### config.mk
export PLATFORM = sky130hd
export DESIGN_NAME = evm_result_reader
export DESIGN_NICKNAME = d
export VERILOG_FILES = /design/src/rtl/evm_pkg.sv /design/src/rtl/evm_max_tracker.sv /design/src/rtl/evm_result_reader.sv
export SDC_FILE = /design/constraint.sdc
export NUM_CORES = 1
export LEC_CHECK = 0
export BUFFER_PORTS_ARGS = -buffer_cell sky130_fd_sc_hd__buf_2
export CAP_MARGIN = 40
export CORE_MARGIN = 1.5
export CORE_UTILIZATION = 56
export DETAILED_ROUTE_END_ITERATION = 12
export MAX_ROUTING_LAYER = met4
export PLACE_DENSITY = 0.79
export SLEW_MARGIN = 25
export SYNTH_ARGS = -nofsm -noshare
export SYNTH_HDL_FRONTEND = slang
export SYNTH_SLANG_ARGS = --single-unit
### constraint.sdc
create_clock -name clk -period 2.2 [get_ports clk]
set_input_delay 0.22 -clock clk [delete_from_list [all_inputs] [get_ports clk]]
set_output_delay 0.22 -clock clk [all_outputs]
set_load 0.02 [all_outputs]
### src/rtl/evm_pkg.sv
// Shared EVM definitions: read-out FSM encoding, default tally geometry, index-width helper.
package evm_pkg;

    typedef enum logic [1:0] {
        ST_IDLE  = 2'd0,
        ST_SEND  = 2'd1,
        ST_TOTAL = 2'd2,
        ST_DONE  = 2'd3
    } evm_state_e;

    localparam int EVM_NUM_CAND = 4;
    localparam int EVM_CNT_W    = 4;

    function automatic int evm_idx_w(input int n);
        return (n < 2) ? 1 : $clog2(n);
    endfunction

endpackage

### src/rtl/evm_max_tracker.sv
// Running maximum over streamed counts; lowest index wins, tie flags a repeated maximum.
// Result is one cycle behind the update strobe; clr restarts the search from zero.
module evm_max_tracker
    import evm_pkg::*;
#(
    parameter int CNT_W = EVM_CNT_W,
    parameter int IDX_W = 2
) (
    input  logic             clk,
    input  logic             reset,
    input  logic             clr,
    input  logic             upd,
    input  logic [CNT_W-1:0] val,
    input  logic [IDX_W-1:0] idx,
    output logic [IDX_W-1:0] win_idx,
    output logic             tie
);

    logic [CNT_W-1:0] max_q, max_d;
    logic [IDX_W-1:0] win_q, win_d;
    logic             tie_q, tie_d;

    always_comb begin
        max_d = max_q;
        win_d = win_q;
        tie_d = tie_q;
        if (clr) begin
            max_d = '0;
            win_d = '0;
            tie_d = 1'b0;
        end else if (upd) begin
            // Starting from zero means an all-zero tally reports index 0 with tie set.
            if (val > max_q) begin
                max_d = val;
                win_d = idx;
                tie_d = 1'b0;
            end else if (val == max_q) begin
                tie_d = 1'b1;
            end
        end
    end

    always_ff @(posedge clk or posedge reset) begin
        if (reset) begin
            max_q <= '0;
            win_q <= '0;
            tie_q <= 1'b0;
        end else begin
            max_q <= max_d;
            win_q <= win_d;
            tie_q <= tie_d;
        end
    end

    assign win_idx = win_q;
    assign tie     = tie_q;

endmodule

### src/rtl/evm_result_reader.sv
// Snapshots the vote counters on start and streams (index, count) beats, then reports winner/tie.
// First beat one cycle after start, no bubbles, beat held while out_ready low; EVM_TOTAL_BEAT_EN adds a sum beat.
module evm_result_reader
    import evm_pkg::*;
#(
    parameter int  NUM_CAND = EVM_NUM_CAND,
    parameter int  CNT_W    = EVM_CNT_W,
    localparam int IDX_W    = evm_idx_w(NUM_CAND)
) (
    input  logic                      clk,
    input  logic                      reset,
    input  logic                      start,
    input  logic [NUM_CAND*CNT_W-1:0] counts_in,
    input  logic                      out_ready,
    output logic                      out_valid,
    output logic [IDX_W-1:0]          out_idx,
    output logic [CNT_W-1:0]          out_count,
    output logic                      out_last,
    output logic                      busy,
    output logic                      done,
    output logic [IDX_W-1:0]          winner_idx,
    output logic                      tie
`ifdef EVM_TOTAL_BEAT_EN
    ,
    output logic                      total_sat
`endif
);

    localparam logic [IDX_W-1:0] LAST_IDX = IDX_W'(NUM_CAND - 1);

    evm_state_e                         state_q, state_d;
    logic [NUM_CAND-1:0][CNT_W-1:0]     snap_q, snap_d;
    logic                               out_valid_q, out_valid_d;
    logic [IDX_W-1:0]                   out_idx_q, out_idx_d;
    logic [CNT_W-1:0]                   out_count_q, out_count_d;
    logic                               out_last_q, out_last_d;
    logic                               busy_q, busy_d;
    logic                               done_q, done_d;
    logic [IDX_W-1:0]                   win_out_q, win_out_d;
    logic                               tie_out_q, tie_out_d;
    logic [IDX_W-1:0]                   idx_nxt;
    logic                               fire;
    logic                               trk_clr, trk_upd;
    logic [IDX_W-1:0]                   trk_win;
    logic                               trk_tie;
`ifdef EVM_TOTAL_BEAT_EN
    localparam int ACC_W = CNT_W + IDX_W;
    logic [ACC_W-1:0]                   acc_q, acc_d;
    logic                               sat_q, sat_d;
`endif

    assign fire = out_valid_q && out_ready;

    always_comb begin
        state_d     = state_q;
        snap_d      = snap_q;
        out_valid_d = out_valid_q;
        out_idx_d   = out_idx_q;
        out_count_d = out_count_q;
        out_last_d  = out_last_q;
        done_d      = 1'b0;
        win_out_d   = win_out_q;
        tie_out_d   = tie_out_q;
        trk_clr     = 1'b0;
        trk_upd     = 1'b0;
        idx_nxt     = out_idx_q + IDX_W'(1);
`ifdef EVM_TOTAL_BEAT_EN
        acc_d       = acc_q;
        sat_d       = sat_q;
`endif
        case (state_q)
            ST_IDLE: begin
                if (start) begin
                    snap_d      = counts_in;
                    state_d     = ST_SEND;
                    out_valid_d = 1'b1;
                    out_idx_d   = '0;
                    out_count_d = counts_in[CNT_W-1:0];
                    out_last_d  = 1'b0;
                    trk_clr     = 1'b1;
`ifdef EVM_TOTAL_BEAT_EN
                    acc_d       = '0;
`endif
                end
            end
            ST_SEND: begin
                if (fire) begin
                    trk_upd = 1'b1;
`ifdef EVM_TOTAL_BEAT_EN
                    acc_d = acc_q + ACC_W'(out_count_q);
`endif
                    if (out_idx_q == LAST_IDX) begin
`ifdef EVM_TOTAL_BEAT_EN
                        state_d     = ST_TOTAL;
                        out_idx_d   = '0;
                        out_count_d = acc_d[CNT_W-1:0];
                        out_last_d  = 1'b1;
                        sat_d       = |acc_d[ACC_W-1:CNT_W];
`else
                        state_d     = ST_DONE;
                        out_valid_d = 1'b0;
                        out_idx_d   = '0;
                        out_count_d = '0;
                        out_last_d  = 1'b0;
                        done_d      = 1'b1;
`endif
                    end else begin
                        out_idx_d   = idx_nxt;
                        out_count_d = snap_q[idx_nxt];
`ifdef EVM_TOTAL_BEAT_EN
                        out_last_d  = 1'b0;
`else
                        out_last_d  = (idx_nxt == LAST_IDX);
`endif
                    end
                end
            end
            ST_TOTAL: begin
                if (fire) begin
                    state_d     = ST_DONE;
                    out_valid_d = 1'b0;
                    out_idx_d   = '0;
                    out_count_d = '0;
                    out_last_d  = 1'b0;
                    done_d      = 1'b1;
`ifdef EVM_TOTAL_BEAT_EN
                    sat_d       = 1'b0;
`endif
                end
            end
            ST_DONE: begin
                // Tracker has absorbed the final beat by now; publish and hold until the next result.
                state_d   = ST_IDLE;
                win_out_d = trk_win;
                tie_out_d = trk_tie;
            end
            default: state_d = ST_IDLE;
        endcase
        busy_d = (state_d != ST_IDLE);
    end

    always_ff @(posedge clk or posedge reset) begin
        if (reset) begin
            state_q     <= ST_IDLE;
            snap_q      <= '0;
            out_valid_q <= 1'b0;
            out_idx_q   <= '0;
            out_count_q <= '0;
            out_last_q  <= 1'b0;
            busy_q      <= 1'b0;
            done_q      <= 1'b0;
            win_out_q   <= '0;
            tie_out_q   <= 1'b0;
`ifdef EVM_TOTAL_BEAT_EN
            acc_q       <= '0;
            sat_q       <= 1'b0;
`endif
        end else begin
            state_q     <= state_d;
            snap_q      <= snap_d;
            out_valid_q <= out_valid_d;
            out_idx_q   <= out_idx_d;
            out_count_q <= out_count_d;
            out_last_q  <= out_last_d;
            busy_q      <= busy_d;
            done_q      <= done_d;
            win_out_q   <= win_out_d;
            tie_out_q   <= tie_out_d;
`ifdef EVM_TOTAL_BEAT_EN
            acc_q       <= acc_d;
            sat_q       <= sat_d;
`endif
        end
    end

    evm_max_tracker #(
        .CNT_W (CNT_W),
        .IDX_W (IDX_W)
    ) u_max_tracker (
        .clk     (clk),
        .reset   (reset),
        .clr     (trk_clr),
        .upd     (trk_upd),
        .val     (out_count_q),
        .idx     (out_idx_q),
        .win_idx (trk_win),
        .tie     (trk_tie)
    );

    assign out_valid  = out_valid_q;
    assign out_idx    = out_idx_q;
    assign out_count  = out_count_q;
    assign out_last   = out_last_q;
    assign busy       = busy_q;
    assign done       = done_q;
    assign winner_idx = win_out_q;
    assign tie        = tie_out_q;
`ifdef EVM_TOTAL_BEAT_EN
    assign total_sat  = sat_q;
`endif

endmodule

### Yosys cells after proc, flatten, opt, wreduce, memory -nomap -nowiden

Cells that the tools add are included.

| storage, ports and cells | value |
|---|---|
| register bits after elaboration | 38 |
| bits of input ports | 20 |
| output and inout bits | 13 |
| word-level logic and storage cells | 84 |

| cells by class | value |
|---|---|
| add/subtract/negate cells | 1 |
| magnitude comparators | 2 |
| equality and inequality tests | 10 |
| multiplexer cells | 43 |
| reductions and logical operators | 12 |

Operators by type and width:

| operator | count |
|---|---|
| 4-bit 2-to-1 mux | 8 |
| 2-bit 2-to-1 mux | 11 |
| 1-bit 2-to-1 mux | 17 |
| 4-bit case mux with 3 select lines | 1 |
| 4-bit binary-select mux with 2-bit select | 1 |
| 2-bit == test, second input constant | 4 |
| 2-bit != test, second input constant | 4 |
| 2-bit case mux with 4 select lines | 1 |
| 1-bit case mux with 3 select lines | 2 |
| 2-bit case mux with 3 select lines | 1 |
| 2-bit AND reduction | 3 |
| 2-bit nonzero test | 3 |
| 3-bit nonzero test | 2 |
| 5-bit AND reduction | 1 |
| 4-bit == test | 1 |
| 4-bit greater-than comparator | 1 |
| 4-bit AND reduction | 1 |
| 2-bit by 3-bit less-than comparator with 1-bit output, second input constant | 1 |
| 2-bit by 1-bit adder with 2-bit output, second input constant | 1 |
| 2-bit by 1-bit == test with 1-bit output, second input constant | 1 |
| 2-bit zero test | 1 |
| 1-bit case mux with 2 select lines | 1 |
| 1-bit logical AND | 1 |

### Depth between registers and ports, before layout

| depth | value |
|---|---|
| depth in word-level cells | 6 |
| gate-level depth with buffers | 8 |
| mapped depth without buffers | 6 |

### By module

A second synthesis with hierarchy kept.

| unflattened totals | value |
|---|---|
| cells, all modules | 148 |
| area, all modules | 1968.1 sq um |

By module, submodules not included:

| module | times used | cells each | area each (sq um) | seq. area each (sq um) |
|---|---|---|---|---|
| evm_result_reader | 1 | 105 | 1512.7 | 775.7 |
| evm_max_tracker | 1 | 43 | 455.4 | 175.2 |

### Least setup slack after synthesis

OpenSTA, ideal clock, no wires.

| timing path | value |
|---|---|
| kind | register -> register |
| start | reg out_count_q[1], in the netlist out_count[1] |
| end | reg u_max_tracker.max_q[0] |
| setup time | 147 ps |
| arrival time | 1606 ps |
| data required time | 2053 ps |
| setup slack | 447 ps |
| cell stages (with the launch flop) | 7 |
| path buffers | 1 |
| period minus slack after synthesis | 1753 ps |
| cell sequence | dfrtp_1 ha_1 nor2b_1 o211a_1 buf_2 o2111ai_1 o311ai_0 |

| between the ends | value |
|---|---|
| cells in the longest elaborated chain, start to end | 3 |

Ends and longest elaborated chain:

| what | line | RTL |
|---|---|---|
| start, declared | evm_result_reader.sv:35 | `logic [CNT_W-1:0] out_count_q, out_count_d;` |
| start signal, assigned | evm_result_reader.sv:163 | `out_count_q <= out_count_d;` |
| 4-bit greater-than comparator | evm_max_tracker.sv:33 | `if (val > max_q) begin` |
| 2-bit nonzero test (no source line) | n/a |  |
| 2-bit AND reduction (no source line) | n/a |  |
| end signal, assigned | evm_max_tracker.sv:49 | `max_q <= max_d;` |
| end, declared | evm_max_tracker.sv:19 | `logic [CNT_W-1:0] max_q, max_d;` |

Every way passes these cells.
A chain may end at the register's enable or synchronous reset.

### Final worst setup path

| timing path | value |
|---|---|
| start | reg out_idx_q[0], in the netlist out_idx[0] |
| end | reg out_count_q[0], in the netlist out_count[0] |

| between the ends | value |
|---|---|
| cells in the longest elaborated chain, start to end | 6 |
| elaborated cells on any way between the ends | 7 |
| classes of those cells | add/sub: 1; eq/ne: 1; mux: 5 |

Ends and longest elaborated chain:

| what | line | RTL |
|---|---|---|
| start, declared | evm_result_reader.sv:34 | `logic [IDX_W-1:0] out_idx_q, out_idx_d;` |
| start signal, assigned | evm_result_reader.sv:162 | `out_idx_q <= out_idx_d;` |
| 2-bit by 1-bit adder with 2-bit output | evm_result_reader.sv:66 | `idx_nxt = out_idx_q + IDX_W'(1);` |
| 4-bit binary-select mux with 2-bit select | evm_result_reader.sv:109 | `out_count_d = snap_q[idx_nxt];` |
| 4-bit 2-to-1 mux (implied by the code) | evm_result_reader.sv:109 |  |
| 4-bit 2-to-1 mux * | evm_result_reader.sv:92 | `if (out_idx_q == LAST_IDX) begin` |
| 4-bit 2-to-1 mux * | evm_result_reader.sv:87 | `if (fire) begin` |
| 4-bit case mux with 3 select lines * | evm_result_reader.sv:71 | `case (state_q)` |

Every way passes the cells marked *; elsewhere a longest branch is shown, timed or not. The select of a mux whose other input is x is not followed.

==> reports/qor.yml <==
finalInstanceArea_um2: 2260
layout.nets: 235
grt_setup_unrepaired: "false"
fillCellCount: 277
tritoncts: "yes"
netlist.top_cell.by_area: "sky130_fd_sc_hd__dfrtp_1"
multiplexer_fraction_of_the_synthesized_cell_area_pct: 15.6
outcome: "finished, final reports clean"
cts-resized-gates: 0
timing.final.hold_violations: 0
via_count: 1438
std_cell_rows: 21
reg2reg_setup_slack_ns: 0.34
min_period_ns: 1.86
drv_cap: 0
clockBufferDepth: 2
yosys.area_share.adder_pct: 6.82
n_antenna_cell: 0
ctsRootBufferMaster: "sky130_fd_sc_hd__clkbuf_4"
start_util_pct: 59.5
first_global_vias: 1485
relSlewSlack_pct: 68.9
max_slew.worst_pin.slew_ns: 0.466
syn-num-nets: 201
min_path_type: "primary input to flip-flop"
worst_r2r_endpoint: "out_count[0]$_DFFE_PP0P_"
die_area_um2: 3970
grt_pass1_wl_mm: 6.68
skew_ns: 0.00592
seqCellArea_um2: 951
synth_compound_area_share_pct: 15.6
irDropWorstVdd_mv: 0.885
power.total_uw: 3060
tot_gr_track_use_pct: 21.9
hold_startpoint: "counts_in[12]"
detail_route.wl_per_cell_um: 15.3
tritoncts_num_sinks: 38
synth_most_common_cell: "sky130_fd_sc_hd__dfrtp_1"
grt_start_max_net_pins: 39
multiInputGateArea_um2: 961
preCtsSetupSlack_ns: 0.366
synth.top_cells.by_area: "sky130_fd_sc_hd__dfrtp_1 (47%), sky130_fd_sc_hd__mux2_2 (11%), sky130_fd_sc_hd__ha_1 (6.8%)"
yosys_warnings: 0
hold_path_end: "snap_q[12]$_DFFE_PP0P_"
clock_buffer_count_from_cts: 5
mappedNetlistArea_um2: 2020
setup_tns_ns: 0
final_antenna_net_count: 0
drc_markers: 0
achievable-frequency_mhz: 537
cts_max_level: 2
leakage_uw: 0.00113
design.core.area_um2: 3390
worst_r2r_path_depth: 5
worstSetupPathType: "flip-flop to flip-flop"
buffer_ports.inserted: 32
setup-violations-final: 0
post_synth_and_or_nand_nor_area_fraction_pct: 9.61
placed_cells: 242
timing_max_transition_violations_final: 0
syn-instance-count: 170
power.density_nw_per_um2: 1360
layout_worst_path_cycle_share_pct: 84.6
sequential_share_of_the_synthesized_area_pct: 47.1
first_iteration_detailed_routing_drc_count: 111
fp.dieH_um: 63.0
clkTransAtPathRegs_ns: 0.11
placed_area_um2: 2190
reg2reg_from: "out_idx[0]$_DFFE_PP0P_"
grt_antenna_before_repair: 0
detailed_place_hpwl_mm: 2.88
timing.critical_path.to_type: "flip-flop"
ys_dominant_reg_cell: "sky130_fd_sc_hd__dfrtp_1"
post_synth_xor_area_fraction_pct: 0
synth_top_family_by_area: "multiplexers"
worst_ep_arrival_time_ns: 2.08
post_route_cells_drive_above_1_share_pct: 32.7
route.detailed.vias_per_inst: 5.73
critPathRequiredTime_ns: 2.42
grt_overflow_total: 0
critPathLaunchType: "flip-flop"
gp_congestion: 0.826
drt_wl_total_mm: 3.83
synth_top_cells_by_count: "sky130_fd_sc_hd__dfrtp_1 (38), sky130_fd_sc_hd__mux2_2 (19), sky130_fd_sc_hd__nand2_1 (16)"
synth_edf_count: 0
crit_fanout: 10
netlist.area_leader.share_pct: 47.1
synth.lib_cells_used.distinct: 38
fin_cells: 251
setup_slack_ns: 0.339
postSynth.asyncResetShare_pct: 100
io_pins: 33
mapped_avg_cell_area_um2: 11.9
floorplan.die.width_um: 63.0
detail_route.first_pass.iterations: 4
synth.ff_latch_count: 38
min_delay_path_depth: 2
worst_skew_pair.late_latency_ns: 0.33
synthToLayoutAreaGrowth_pct: 12.0
==> power breakdown <==
group | internal [µW] | switching (µW) | total [µW]
registers | 987 | 210 | 1200
clock network | 155 | 212 | 367
logic | 715 | 784 | 1500
total | 1860 | 1210 | 3060
==> through the flow <==
step / hold slack, ns / utilization (%)
after global placement: 0.350 / 64.6
final: 0.109 / 66.7
after global routing: 0.0918 / 66.7
after CTS: 0.0978 / 66.7
after detailed placement: 0.356 / 64.6
after floorplan: 0.355 / -
==> logic make-up after synthesis <==
| logic type | after synthesis |
|---|---|
| AOI/OAI and AO/OA | 43 |
| DFF | 38 |
| and+or+nand+nor | 36 |
| muxes | 23 |
| buffers and inverters | 19 |
| adders and majority gates | 11 |
==> what timing repair did <==
action / CTS / global route
hold buffers: 1 / 0
buffers inserted: 0 / 0
hold endpoints to repair: 38 / 0
==> how the worst max path moves through the flow <==
stage	startpoint	endpoint	cells past startpoint	slack, ns
CTS	state_q[1]$_DFF_PP0_	out_idx[0]$_DFFE_PP0P_	6	0.35
finish	out_idx[0]$_DFFE_PP0P_	out_count[0]$_DFFE_PP0P_	5	0.34
global route	state_q[1]$_DFF_PP0_	out_idx[0]$_DFFE_PP0P_	6	0.16
detailed placement	state_q[1]$_DFF_PP0_	out_idx[0]$_DFFE_PP0P_	6	0.37
floorplan	out_count[1]$_DFFE_PP0P_	u_max_tracker.max_q[0]$_DFFE_PP0P_	6	0.45
global placement	out_idx[0]$_DFFE_PP0P_	out_count[0]$_DFFE_PP0P_	5	0.36
==> registers in the layout, indices dropped and copies added (netlist names) <==
name / flops
winner_idx: 2
u_max_tracker.win_idx: 2
out_idx: 2
out_valid: 1
done: 1
tie: 1
u_max_tracker.tie: 1
state_q: 2
out_last: 1
u_max_tracker.max_q: 4
out_count: 4
busy: 1
snap_q: 16
==> critical path, cell delays in order, from the launching register on <==
cell and delay (ns):
sky130_fd_sc_hd__dfrtp_1 0.60, sky130_fd_sc_hd__inv_1 0.11, sky130_fd_sc_hd__ha_1 0.40, sky130_fd_sc_hd__mux4_2 0.34, sky130_fd_sc_hd__a221oi_2 0.23, sky130_fd_sc_hd__a21oi_1 0.06
==> per-layer routing <==
metal	global-route usage [%]	part of all wire (%)
met5	-	0
met4	8.06	2.3
met3	3.96	3.6
met2	37.2	52
met1	26.1	42
==> cell type report <==
| class | instances | share of cell area, % |
|---|---|---|
| clock buffers | 7 | 2.44 |
| clock inverters | 1 | 0.221 |
| inverters | 10 | 1.66 |
| multi-input cells | 113 | 42.5 |
| flip-flops and latches | 38 | 42.1 |
| well taps | 46 | 2.55 |
| repair buffers | 36 | 8.53 |
==> placed cells by master, fill, tap and decap left out, types with 3 or more instances in the layout <==
| cell | netlist | layout |
|---|---|---|
| sky130_fd_sc_hd__o2111ai_1 | 6 | 6 |
| sky130_fd_sc_hd__clkbuf_4 | 0 | 5 |
| sky130_fd_sc_hd__a21oi_1 | 7 | 7 |
| sky130_fd_sc_hd__ha_1 | 11 | 11 |
| sky130_fd_sc_hd__nor2_1 | 3 | 3 |
| sky130_fd_sc_hd__buf_4 | 0 | 3 |
| sky130_fd_sc_hd__mux2_2 | 19 | 19 |
| sky130_fd_sc_hd__a21o_1 | 7 | 7 |
| sky130_fd_sc_hd__o21ai_1 | 3 | 3 |
| sky130_fd_sc_hd__nand3_1 | 3 | 3 |
| sky130_fd_sc_hd__o21ai_0 | 5 | 5 |
| sky130_fd_sc_hd__nand2_1 | 16 | 16 |
| sky130_fd_sc_hd__buf_2 | 4 | 32 |
| sky130_fd_sc_hd__inv_1 | 10 | 10 |
| sky130_fd_sc_hd__nor2b_1 | 4 | 4 |
| sky130_fd_sc_hd__mux4_1 | 3 | 3 |
| sky130_fd_sc_hd__dfrtp_1 | 38 | 38 |
| sky130_fd_sc_hd__o311ai_1 | 4 | 4 |
Note: power is estimated with default switching activity, not from simulation.
